<file path="src/rtl/dlbf_coeffs_pkg.sv">
// Shared definitions for the DLBF coefficient ping-pong controller:
// CSR map, swap FSM states and geometry helpers.
package dlbf_coeffs_pkg;

    // CSR word offsets, taken from addr[4:2]
    localparam logic [2:0] CSR_CTRL       = 3'd0;
    localparam logic [2:0] CSR_STATUS     = 3'd1;
    localparam logic [2:0] CSR_WR_COUNT   = 3'd2;
    localparam logic [2:0] CSR_SWAP_COUNT = 3'd3;

    localparam int CTRL_SWAP_REQ  = 0;
    localparam int CTRL_RD_ACTIVE = 1;
    localparam int CTRL_IRQ_EN    = 2;

    localparam int STAT_BANK    = 0;
    localparam int STAT_PENDING = 1;
    localparam int STAT_IRQ     = 2;

    typedef enum logic {
        IDLE    = 1'b0,
        PENDING = 1'b1
    } swap_state_t;

    function automatic int calc_lanes(input int dw);
        return dw / 32;
    endfunction

    function automatic int calc_lsb(input int dw);
        return $clog2(dw / 8);
    endfunction

endpackage

</file>
<file path="src/rtl/dlbf_coeffs_csr.sv">
// Control/status registers, bank swap FSM, write/swap counters and irq.
module dlbf_coeffs_csr
    import dlbf_coeffs_pkg::*;
(
    input  logic        clk,
    input  logic        rst_n,
    input  logic        csr_wr,
    input  logic        data_wr,
    input  logic [2:0]  off,
    input  logic [31:0] wr_data,
    output logic [31:0] rd_data,
    input  logic        frame_start,
    output logic        bank_sel,
    output logic        rd_active,
    output logic        swap_done,
    output logic        irq
);

    swap_state_t state;
    logic        irq_en;
    logic        irq_flag;
    logic [31:0] wr_count;
    logic [31:0] swap_count;
    logic        ctrl_wr;
    logic        swap_req_wr;
    logic        swap_fire;
    logic        irq_clr;
    logic        unused_wdata;

    assign ctrl_wr      = csr_wr && (off == CSR_CTRL);
    assign swap_req_wr  = ctrl_wr && wr_data[CTRL_SWAP_REQ];
    assign swap_fire    = (state == PENDING) && frame_start;
    assign irq_clr      = csr_wr && (off == CSR_STATUS) && wr_data[STAT_IRQ];
    assign irq          = irq_flag & irq_en;
    assign unused_wdata = ^wr_data[31:3];

    always_ff @(posedge clk or negedge rst_n) begin
        if (!rst_n) begin
            state      <= IDLE;
            bank_sel   <= 1'b0;
            swap_done  <= 1'b0;
            rd_active  <= 1'b0;
            irq_en     <= 1'b0;
            irq_flag   <= 1'b0;
            wr_count   <= '0;
            swap_count <= '0;
        end else begin
            swap_done <= 1'b0;
            // A request written in IDLE arms the swap; frame_start in the
            // same cycle is not yet seen, so the swap waits for the next one.
            case (state)
                IDLE: begin
                    if (swap_req_wr)
                        state <= PENDING;
                end
                PENDING: begin
                    if (frame_start) begin
                        state      <= IDLE;
                        bank_sel   <= ~bank_sel;
                        swap_done  <= 1'b1;
                        swap_count <= swap_count + 32'd1;
                    end
                end
            endcase

            if (ctrl_wr) begin
                rd_active <= wr_data[CTRL_RD_ACTIVE];
                irq_en    <= wr_data[CTRL_IRQ_EN];
            end

            if (swap_fire)
                irq_flag <= 1'b1;
            else if (irq_clr)
                irq_flag <= 1'b0;

            if (swap_fire)
                wr_count <= '0;
            else if (data_wr && (wr_count != '1))
                wr_count <= wr_count + 32'd1;
        end
    end

    always_comb begin
        rd_data = '0;
        case (off)
            CSR_CTRL: begin
                rd_data[CTRL_SWAP_REQ]  = (state == PENDING);
                rd_data[CTRL_RD_ACTIVE] = rd_active;
                rd_data[CTRL_IRQ_EN]    = irq_en;
            end
            CSR_STATUS: begin
                rd_data[STAT_BANK]    = bank_sel;
                rd_data[STAT_PENDING] = (state == PENDING);
                rd_data[STAT_IRQ]     = irq_flag;
            end
            CSR_WR_COUNT:   rd_data = wr_count;
            CSR_SWAP_COUNT: rd_data = swap_count;
            default:        rd_data = '0;
        endcase
    end

endmodule

</file>
<file path="src/rtl/dlbf_coeffs_pp_cntrl.sv">
// Host BRAM port-A bridge: routes 32-bit host accesses into lanes of a
// ping-pong coefficient BRAM and returns BRAM/CSR reads through a fixed pipeline.
module dlbf_coeffs_pp_cntrl
    import dlbf_coeffs_pkg::*;
#(
    parameter int BRAM_DW = 64,
    parameter int BRAM_AW = 13,
    parameter int RD_LAT  = 1
) (
    input  logic                   BRAM_PORTA_clk,
    input  logic                   BRAM_PORTA_rstn,
    input  logic [19:0]            BRAM_PORTA_addr,
    input  logic [31:0]            BRAM_PORTA_din,
    output logic [31:0]            BRAM_PORTA_dout,
    input  logic                   BRAM_PORTA_en,
    input  logic                   BRAM_PORTA_we,
    input  logic                   frame_start,
    input  logic [BRAM_DW-1:0]     douta,
    output logic [BRAM_DW-1:0]     dina,
    output logic [BRAM_DW/8-1:0]   wea,
    output logic                   ena,
    output logic [BRAM_AW:0]       addra,
    output logic                   bank_sel,
    output logic                   swap_done,
    output logic                   irq
);

    localparam int LANES = calc_lanes(BRAM_DW);
    localparam int LSB   = calc_lsb(BRAM_DW);
    localparam int LW    = LSB - 2;
    localparam logic [BRAM_DW/8-1:0] WEA_LANE0 = {{(BRAM_DW/8-4){1'b0}}, 4'hF};

    logic                   clk;
    logic                   rst_n;
    logic                   is_csr;
    logic                   data_wr;
    logic                   csr_wr;
    logic                   rd_fire;
    logic                   rd_active;
    logic                   bank;
    logic [LW-1:0]          lane;
    logic [BRAM_AW-1:0]     word;
    logic [31:0]            csr_rd_data;
    logic [LANES-1:0][31:0] dina_lanes;
    logic [LANES-1:0][31:0] douta_lanes;
    logic                   unused_lo;

    assign clk       = BRAM_PORTA_clk;
    assign rst_n     = BRAM_PORTA_rstn;
    assign is_csr    = BRAM_PORTA_addr[19];
    assign data_wr   = BRAM_PORTA_en & BRAM_PORTA_we & ~is_csr;
    assign csr_wr    = BRAM_PORTA_en & BRAM_PORTA_we & is_csr;
    assign rd_fire   = BRAM_PORTA_en & ~BRAM_PORTA_we;
    assign lane      = BRAM_PORTA_addr[LSB-1:2];
    assign word      = BRAM_PORTA_addr[LSB+BRAM_AW-1:LSB];
    assign unused_lo = ^BRAM_PORTA_addr[1:0];

    if (LSB + BRAM_AW < 19) begin : g_hi
        logic unused_hi;
        assign unused_hi = ^BRAM_PORTA_addr[18:LSB+BRAM_AW];
    end

    // Writes always hit the shadow bank; reads may be steered to the active one.
    assign bank  = (~BRAM_PORTA_we & rd_active) ? bank_sel : ~bank_sel;
    assign addra = {bank, word};
    assign ena   = BRAM_PORTA_en & ~is_csr;
    assign wea   = data_wr ? (WEA_LANE0 << {lane, 2'b00}) : '0;
    assign dina  = dina_lanes;
    assign douta_lanes = douta;

    for (genvar l = 0; l < LANES; l++) begin : g_lane
        assign dina_lanes[l] = (lane == LW'(l)) ? BRAM_PORTA_din : 32'h0;
    end

    dlbf_coeffs_csr u_csr (
        .clk         (clk),
        .rst_n       (rst_n),
        .csr_wr      (csr_wr),
        .data_wr     (data_wr),
        .off         (BRAM_PORTA_addr[4:2]),
        .wr_data     (BRAM_PORTA_din),
        .rd_data     (csr_rd_data),
        .frame_start (frame_start),
        .bank_sel    (bank_sel),
        .rd_active   (rd_active),
        .swap_done   (swap_done),
        .irq         (irq)
    );

    // Read metadata tracks the BRAM latency so the final stage lines up with douta.
    logic [RD_LAT:1]  vld_pipe;
    logic [RD_LAT:1]  csr_pipe;
    logic [LW-1:0]    lane_pipe [1:RD_LAT];
    logic [31:0]      cdat_pipe [1:RD_LAT];

    always_ff @(posedge clk or negedge rst_n) begin
        if (!rst_n) begin
            vld_pipe        <= '0;
            csr_pipe        <= '0;
            BRAM_PORTA_dout <= '0;
            for (int i = 1; i <= RD_LAT; i++) begin
                lane_pipe[i] <= '0;
                cdat_pipe[i] <= '0;
            end
        end else begin
            vld_pipe[1]  <= rd_fire;
            csr_pipe[1]  <= is_csr;
            lane_pipe[1] <= lane;
            cdat_pipe[1] <= csr_rd_data;
            for (int i = 2; i <= RD_LAT; i++) begin
                vld_pipe[i]  <= vld_pipe[i-1];
                csr_pipe[i]  <= csr_pipe[i-1];
                lane_pipe[i] <= lane_pipe[i-1];
                cdat_pipe[i] <= cdat_pipe[i-1];
            end
            if (vld_pipe[RD_LAT])
                BRAM_PORTA_dout <= csr_pipe[RD_LAT] ? cdat_pipe[RD_LAT]
                                                    : douta_lanes[lane_pipe[RD_LAT]];
        end
    end

endmodule

</file>
<file path="config.mk">
export PLATFORM = sky130hd
export DESIGN_NAME = dlbf_coeffs_pp_cntrl
export DESIGN_NICKNAME = d
export VERILOG_FILES = /design/src/rtl/dlbf_coeffs_pkg.sv /design/src/rtl/dlbf_coeffs_csr.sv /design/src/rtl/dlbf_coeffs_pp_cntrl.sv
export SDC_FILE = /design/constraint.sdc
export NUM_CORES = 1
export LEC_CHECK = 0
export CAP_MARGIN = 20
export CORE_AREA = 2 2 133 135
export DETAILED_ROUTE_END_ITERATION = 16
export DIE_AREA = 0 0 135 137
export PLACE_DENSITY = 0.77
export SYNTH_ARGS = -nofsm -noshare
export SYNTH_HDL_FRONTEND = slang
export SYNTH_SLANG_ARGS = --single-unit
</file>
<file path="constraint.sdc">
create_clock -name BRAM_PORTA_clk -period 2.1 [get_ports BRAM_PORTA_clk]
set_clock_uncertainty 0.1 [all_clocks]
set_input_delay 0.42 -clock BRAM_PORTA_clk [delete_from_list [all_inputs] [get_ports BRAM_PORTA_clk]]
set_output_delay 0.42 -clock BRAM_PORTA_clk [all_outputs]
set_load 0.02 [all_outputs]
</file>
==> impl_metrics.env, run 1 <==
export IMPL_outcome="finished, final reports clean"
export IMPL_finalHoldViolations=0
export IMPL_io_pins=243
export IMPL_endpoint="u_csr.wr_count[23]"
export IMPL_reg2reg_slack_ns=0.03
export IMPL_postPlaceCellArea_mm2=0.00987
export IMPL_std_cell_rows=48
export IMPL_startpoint_type="flip-flop"
export IMPL_synthDistinctLibCells=49
export IMPL_drv_cap=0
export IMPL_synth_cells=689
export IMPL_relSlewSlack=0.646
export IMPL_rsz0062_at_grt="yes"
export IMPL_drc=0
export IMPL_r2r_end="u_csr.wr_count[23]"
export IMPL_grtUsageTotal=0.214
export IMPL_grt_overflow=0
export IMPL_start_util=0.415
export IMPL_drt_total_wl_um=19900
export IMPL_hold_path_class="input pin to flip-flop"
export IMPL_clock_latency_ns=0.42
export IMPL_drv_slew=0
export IMPL_netlist_area_mm2=0.00708
export IMPL_seq_area_mm2=0.00343
export IMPL_power_density_mw_per_mm2=727
export IMPL_cp_arrival_ns=2.31
export IMPL_synth_fp_nets=812
export IMPL_multi_input_area_mm2=0.00339
export IMPL_viasPerCell=5.16
export IMPL_ys_seq_area_frac=0.484
export IMPL_grt_pass1_vias=5978
export IMPL_final_setup_tns_ns=0
export IMPL_setup_ws_ns=0.0329
export IMPL_die_area_mm2=0.0185
export IMPL_first_iter_violations=370
export IMPL_drive_gt1_frac=0.197
export IMPL_n_antenna_cell=0
export IMPL_path_clk_slew_ns=0.06
export IMPL_die_width_um=135
export IMPL_syn_area_per_cell_um2=10.3
export IMPL_total_leakage_power_nw=4.80
export IMPL_synth_edf_count=0
export IMPL_yosys_register_bits=137
export IMPL_cts_made_buffers=17
export IMPL_rr_startpoint="u_csr.wr_count[1]"
export IMPL_gp_congestion=0.815
export IMPL_critPathRequiredTime_ns=2.34
export IMPL_power_total_w=0.00764
export IMPL_clock_fmax_mhz=484
export IMPL_layout_commonest_cell="clkdlybuf4s50_1"
export IMPL_reg2reg_depth=7
export IMPL_antenna_found_initial=0
export IMPL_layout_worst_path_cycle_share=0.984
export IMPL_htreeDepth=4
export IMPL_wl_per_cell_um=16.7
export IMPL_port_buffers=215
export IMPL_grt_max_degree=65
export IMPL_detail_route_antenna_nets=0
export IMPL_startpoint="u_csr.wr_count[1]"
export IMPL_die_h_um=137
export IMPL_design_area_mm2=0.0105
export IMPL_end_kind="flip-flop"
export IMPL_core_area_mm2=0.0171
export IMPL_cts_tree="done"
export IMPL_grt_pass1_wl_um=31000
export IMPL_ys_warn_count=0
export IMPL_clockRootBuffer="clkbuf_16"
export IMPL_drt_first_pass_iters=5
export IMPL_vias=6126
export IMPL_min_period_ns=2.07
export IMPL_nets=1073
export IMPL_hpwl_um=14400
export IMPL_clock_sinks=137
export IMPL_setup_viol=0
export IMPL_whs_ns=0.328
export IMPL_peakVddDrop_mv=0.530
export IMPL_clock_path_buffers=2
export IMPL_area_growth_pct=48.4
export IMPL_synthFlopType="dfrtp_1"
export IMPL_setup_worst_path_class="flip-flop to flip-flop"
export IMPL_synth_async_reset_ratio=1.00
export IMPL_worstMarginPinSlew_ns=0.518
export IMPL_preCtsSetupSlack_ns=-0.514
export IMPL_critical_path_max_fanout=5
export IMPL_final_cell_mix="clkdlybuf4s50_1 (135), dfrtp_1 (134), buf_4 (76), dlygate4sd2_1 (69), nand2_1 (64)"
export IMPL_fillers=1386
registers in the layout, summed over array words and instances, names as in the netlist:
| signal | cells |
|---|---|
| u_csr.wr_count | 32 |
| vld_pipe | 1 |
| BRAM_PORTA_dout | 32 |
| csr_pipe | 1 |
| u_csr.irq_en | 1 |
| u_csr.bank_sel | 1 |
| u_csr.irq_flag | 1 |
| lane_pipe | 1 |
| u_csr.rd_active | 1 |
| u_csr.swap_done | 1 |
| u_csr.state | 1 |
| cdat_pipe | 32 |
| u_csr.swap_count | 32 |
worst max-delay path: stages (launching register included):
cell     delay (ns)
dfrtp_1        0.39
buf_4          0.14
and3_1         0.19
nand4_1        0.12
a311o_1        0.39
buf_6          0.16
or3_1          0.36
a21oi_2        0.14
cell families (layout without fill, tap and decap cells):
logic type,after synthesis,after routing,synth area share
flip-flops,137,137,0.484
multiplexers,70,70,0.110
adder cells (fa/ha/maj),2,2,0.00354
buffers and inverters,64,338,0.0465
AND/OR/NAND/NOR,260,260,0.199
AO/OA/AOI/OAI,112,112,0.102
XOR/XNOR,44,44,0.0545
layout make-up:
cell class	count	area share
inverter	6	0.00214
clock buffer	22	0.0451
multi-input combinational	488	0.323
timing repair buffer	300	0.265
tap	225	0.0268
sequential	137	0.327
clock inverter	10	0.0113
cells in the mapped netlist (2+ instances only):
master	n	area share
buf_2	2	0.0014
a21oi_1	19	0.013
or2_2	3	0.0027
or4_1	2	0.0021
a22o_1	29	0.036
and4_1	7	0.0087
nand4_1	13	0.011
a2111oi_0	2	0.0025
a211oi_1	3	0.0032
nor2b_1	38	0.034
nand3_1	24	0.017
xor2_1	9	0.011
clkbuf_1	30	0.016
nand2_1	64	0.034
mux2_2	34	0.054
nor2_1	31	0.016
buf_1	4	0.0021
a41o_1	2	0.0028
and2_1	34	0.030
mux2i_1	33	0.047
inv_1	5	0.0027
a31o_2	2	0.0025
xnor2_1	35	0.043
mux4_2	3	0.0095
nor4_1	5	0.0044
or3_1	16	0.014
and3b_1	2	0.0025
ha_1	2	0.0035
dfrtp_1	137	0.48
and3_1	10	0.0088
nor3_1	3	0.0021
buf_4	21	0.022
o21ai_0	49	0.035
worst min-delay path by stage:
stage                    startpoint                  end  depth (start not counted)  slack (ns)
global placement    BRAM_PORTA_rstn  BRAM_PORTA_dout[23]                          1        0.32
CTS                   BRAM_PORTA_we             vld_pipe                          3        0.31
detailed placement  BRAM_PORTA_rstn  BRAM_PORTA_dout[23]                          1        0.32
global route          BRAM_PORTA_we             vld_pipe                          3        0.33
floorplan           BRAM_PORTA_rstn   BRAM_PORTA_dout[0]                          0        0.02
finish                BRAM_PORTA_we             vld_pipe                          3        0.33
layer usage:
| metal | track usage | vias to the layer above | share of wire |
|---|---|---|---|
| met5 | 0 | - | 0 |
| li1 | - | 2932 | - |
| met1 | 0.280 | 2970 | 0.43 |
| met3 | 0.0448 | 38 | 0.061 |
| met2 | 0.353 | 186 | 0.48 |
| met4 | 0.0764 | 0 | 0.021 |
power breakdown:
part / total [W] / switching [W] / internal, W
clock: 0.00296 / 0.00112 / 0.00184
combinational: 0.00165 / 0.000792 / 0.000859
sequential: 0.00303 / 0.000172 / 0.00286
total: 0.00764 / 0.00208 / 0.00556
through the flow:
| stage | util | std cells |
|---|---|---|
| floorplan | - | 689 |
| global placement | 0.579 | 1147 |
| detailed placement | 0.579 | 1147 |
| CTS | 0.612 | 1184 |
| global route | 0.616 | 1188 |
| finish | 0.616 | 1188 |
repair_timing:
action / 4_1_cts / 5_1_grt
cloned: 1 / 0
endpoints found under the hold margin: 47 / 0
pin swaps: 6 / 5
buffers inserted: 3 / 4
endpoints found under the setup margin: 87 / 13
hold buffers: 1 / 0
resized for setup: 116 / 9
(Power assumes the default switching activity.)
==> run 2, diff against run 1 <==
--- a/config.mk
+++ b/config.mk
@@ -6,10 +6,10 @@
 export NUM_CORES = 1
 export LEC_CHECK = 0
 export CAP_MARGIN = 20
-export CORE_AREA = 2 2 133 135
+export CORE_AREA = 2 2 129 131
 export DETAILED_ROUTE_END_ITERATION = 16
-export DIE_AREA = 0 0 135 137
-export PLACE_DENSITY = 0.77
+export DIE_AREA = 0 0 131 133
+export PLACE_DENSITY = 0.78
 export SYNTH_ARGS = -nofsm -noshare
 export SYNTH_HDL_FRONTEND = slang
 export SYNTH_SLANG_ARGS = --single-unit
==> constraint.sdc (replaced) <==
create_clock -name BRAM_PORTA_clk -period 2.7 [get_ports BRAM_PORTA_clk]
set_clock_uncertainty 0.1 [all_clocks]
set_input_delay 0.54 -clock BRAM_PORTA_clk [delete_from_list [all_inputs] [get_ports BRAM_PORTA_clk]]
set_output_delay 0.54 -clock BRAM_PORTA_clk [all_outputs]
set_load 0.02 [all_outputs]
==> run 2 against run 1 <==
- cell area down 4.3%
- setup slack gained 0.091 ns
- core utilization grew 0.54 points
- via count is 5.5% lower
- count of clock-buffer cells in the layout down 2
- combinational power down 28%
==> impl_metrics.env, run 2 (synthesized netlist as in run 1, its figures left out) <==
export IMPL_critical_path_max_fanout=3
export IMPL_slowest_delay_ns=0.60
export IMPL_grt_pass1_wl_um=29800
export IMPL_drv_slew=0
export IMPL_n_antenna_cell=0
export IMPL_finalHoldViolations=0
export IMPL_drt_total_wl_um=18700
export IMPL_end_kind="output pin"
export IMPL_htreeDepth=4
export IMPL_crit_top_cell="clkdlybuf4s50_1"
export IMPL_area_growth_pct=42.0
export IMPL_vias=5791
export IMPL_seq_area_mm2=0.00343
export IMPL_drt_first_pass_iters=5
export IMPL_design_area_mm2=0.0100
export IMPL_hpwl_um=13500
export IMPL_core_area_mm2=0.0162
export IMPL_slowest_stage="clkdlybuf4s50_1"
export IMPL_io_pins=243
export IMPL_layout_commonest_cell="clkdlybuf4s50_1"
export IMPL_final_cell_mix="clkdlybuf4s50_1 (204), dfrtp_1 (136), nand2_1 (64), o21ai_0 (49), nor2b_1 (38)"
export IMPL_grt_overflow=0
export IMPL_cts_made_buffers=17
export IMPL_clockRootBuffer="clkbuf_16"
export IMPL_drv_cap=0
export IMPL_start_util=0.438
export IMPL_startpoint_type="input pin"
export IMPL_die_h_um=133
export IMPL_layout_worst_path_cycle_share=0.954
export IMPL_relSlewSlack=0.563
export IMPL_outcome="finished, final reports clean"
export IMPL_viasPerCell=5.13
export IMPL_multi_input_area_mm2=0.00332
export IMPL_min_period_ns=2.58
export IMPL_final_setup_tns_ns=0
export IMPL_path_cells="clkdlybuf4s50_1, nor2b_1, buf_4, clkdlybuf4s50_1"
export IMPL_postPlaceCellArea_mm2=0.00946
export IMPL_grtUsageTotal=0.217
export IMPL_setup_viol=0
export IMPL_clock_fmax_mhz=388
export IMPL_gp_congestion=0.838
export IMPL_port_buffers=215
export IMPL_die_area_mm2=0.0174
export IMPL_hold_path_class="input pin to flip-flop"
export IMPL_grt_pass1_vias=5684
export IMPL_worstMarginPinSlew_ns=0.640
export IMPL_drc=0
export IMPL_drive_gt1_frac=0.125
export IMPL_die_width_um=131
export IMPL_clock_path_buffers=2
export IMPL_setup_worst_path_class="input pin to output pin"
export IMPL_path_clk_slew_ns=0.06
export IMPL_wl_per_cell_um=16.5
export IMPL_rsz0062_at_grt="no"
export IMPL_critPathRequiredTime_ns=2.06
export IMPL_total_leakage_power_nw=4.31
export IMPL_power_density_mw_per_mm2=578
export IMPL_fillers=1280
export IMPL_first_iter_violations=462
export IMPL_clock_sinks=137
export IMPL_cts_tree="done"
export IMPL_detail_route_antenna_nets=0
export IMPL_antenna_found_initial=0
export IMPL_peakVddDrop_mv=0.526
export IMPL_clock_latency_ns=0.41
export IMPL_std_cell_rows=47
export IMPL_cp_arrival_ns=1.94
export IMPL_nets=1019
export IMPL_grt_max_degree=68
## run 2: per-layer routing
metal / part of all wire / up-vias / GRT usage / wire [um]
li1: - / 2813 / - / -
met1: 0.45 / 2797 / 0.311 / 8460
met4: 0.0092 / 0 / 0.0597 / 172
met2: 0.48 / 156 / 0.342 / 8960
met5: 0 / - / 0 / 0
met3: 0.057 / 25 / 0.0364 / 1070
## run 2: power by group
group          switching, W  total (W)  leakage (nW)  internal, W
clock              0.000893    0.00224         0.268      0.00135
combinational      0.000552    0.00118          2.19     0.000631
sequential         0.000165    0.00238          1.85      0.00222
## run 2: layout make-up
class / instances / share of cell area
clock buffers: 20 / 0.0465
clock inverters: 12 / 0.0115
inverters: 6 / 0.00224
multi-input cells: 488 / 0.331
flip-flops and latches: 137 / 0.341
well taps: 220 / 0.0274
repair buffers: 246 / 0.240
## run 2: worst paths after layout
kind / from / to / cells past startpoint / slack [ns]
setup / recovery: BRAM_PORTA_en / ena / 4 / 0.12
max in group asynchronous: BRAM_PORTA_rstn / u_csr.wr_count[2] / 3 / 1.35
setup reg to reg: u_csr.wr_count[20] / u_csr.wr_count[15] / 6 / 0.28
hold / removal: BRAM_PORTA_addr[2] / lane_pipe / 2 / 0.34
min in group asynchronous: BRAM_PORTA_rstn / BRAM_PORTA_dout[14] / 2 / 0.54
hold reg to reg: u_csr.swap_count[31] / u_csr.swap_count[31] / 1 / 0.38
## run 2: what timing repair did
item,4_1_cts,5_1_grt
endpoints found under the hold margin,44,0
buffers inserted,0,0
gates resized for setup,9,0
hold buffers,1,0
setup endpoints to repair,9,0
## run 2: stage by stage
stage	hold WS, ns	worst slack [ns]	utilization	std cells	power [W]
finish	0.341	0.124	0.621	1129	0.00581
global route	0.339	0.0207	0.621	1129	0.00604
CTS	0.332	0.126	0.621	1128	0.00584
detailed placement	0.366	-0.190	0.585	1095	0.00362
global placement	0.361	-0.136	0.585	1095	0.00358
floorplan	0.144	0.156	-	689	0.00300
## run 2: worst max-delay path, delay by kind of cell
kind	cells	cell delay, ns
buffers and inverters	3	1.22
AND/OR/NAND/NOR	1	0.18
==> run 3, diff against run 2 <==
--- a/config.mk
+++ b/config.mk
@@ -7,8 +7,10 @@
 export LEC_CHECK = 0
 export CAP_MARGIN = 20
 export CORE_AREA = 2 2 129 131
+export CTS_BUF_LIST = sky130_fd_sc_hd__clkbuf_8 sky130_fd_sc_hd__clkbuf_16
 export DETAILED_ROUTE_END_ITERATION = 16
 export DIE_AREA = 0 0 131 133
+export HOLD_SLACK_MARGIN = 0.1
 export PLACE_DENSITY = 0.78
 export SYNTH_ARGS = -nofsm -noshare
 export SYNTH_HDL_FRONTEND = slang
==> results of run 3 <==
No change in the layout: final DEF, timing and power equal those of run 2.
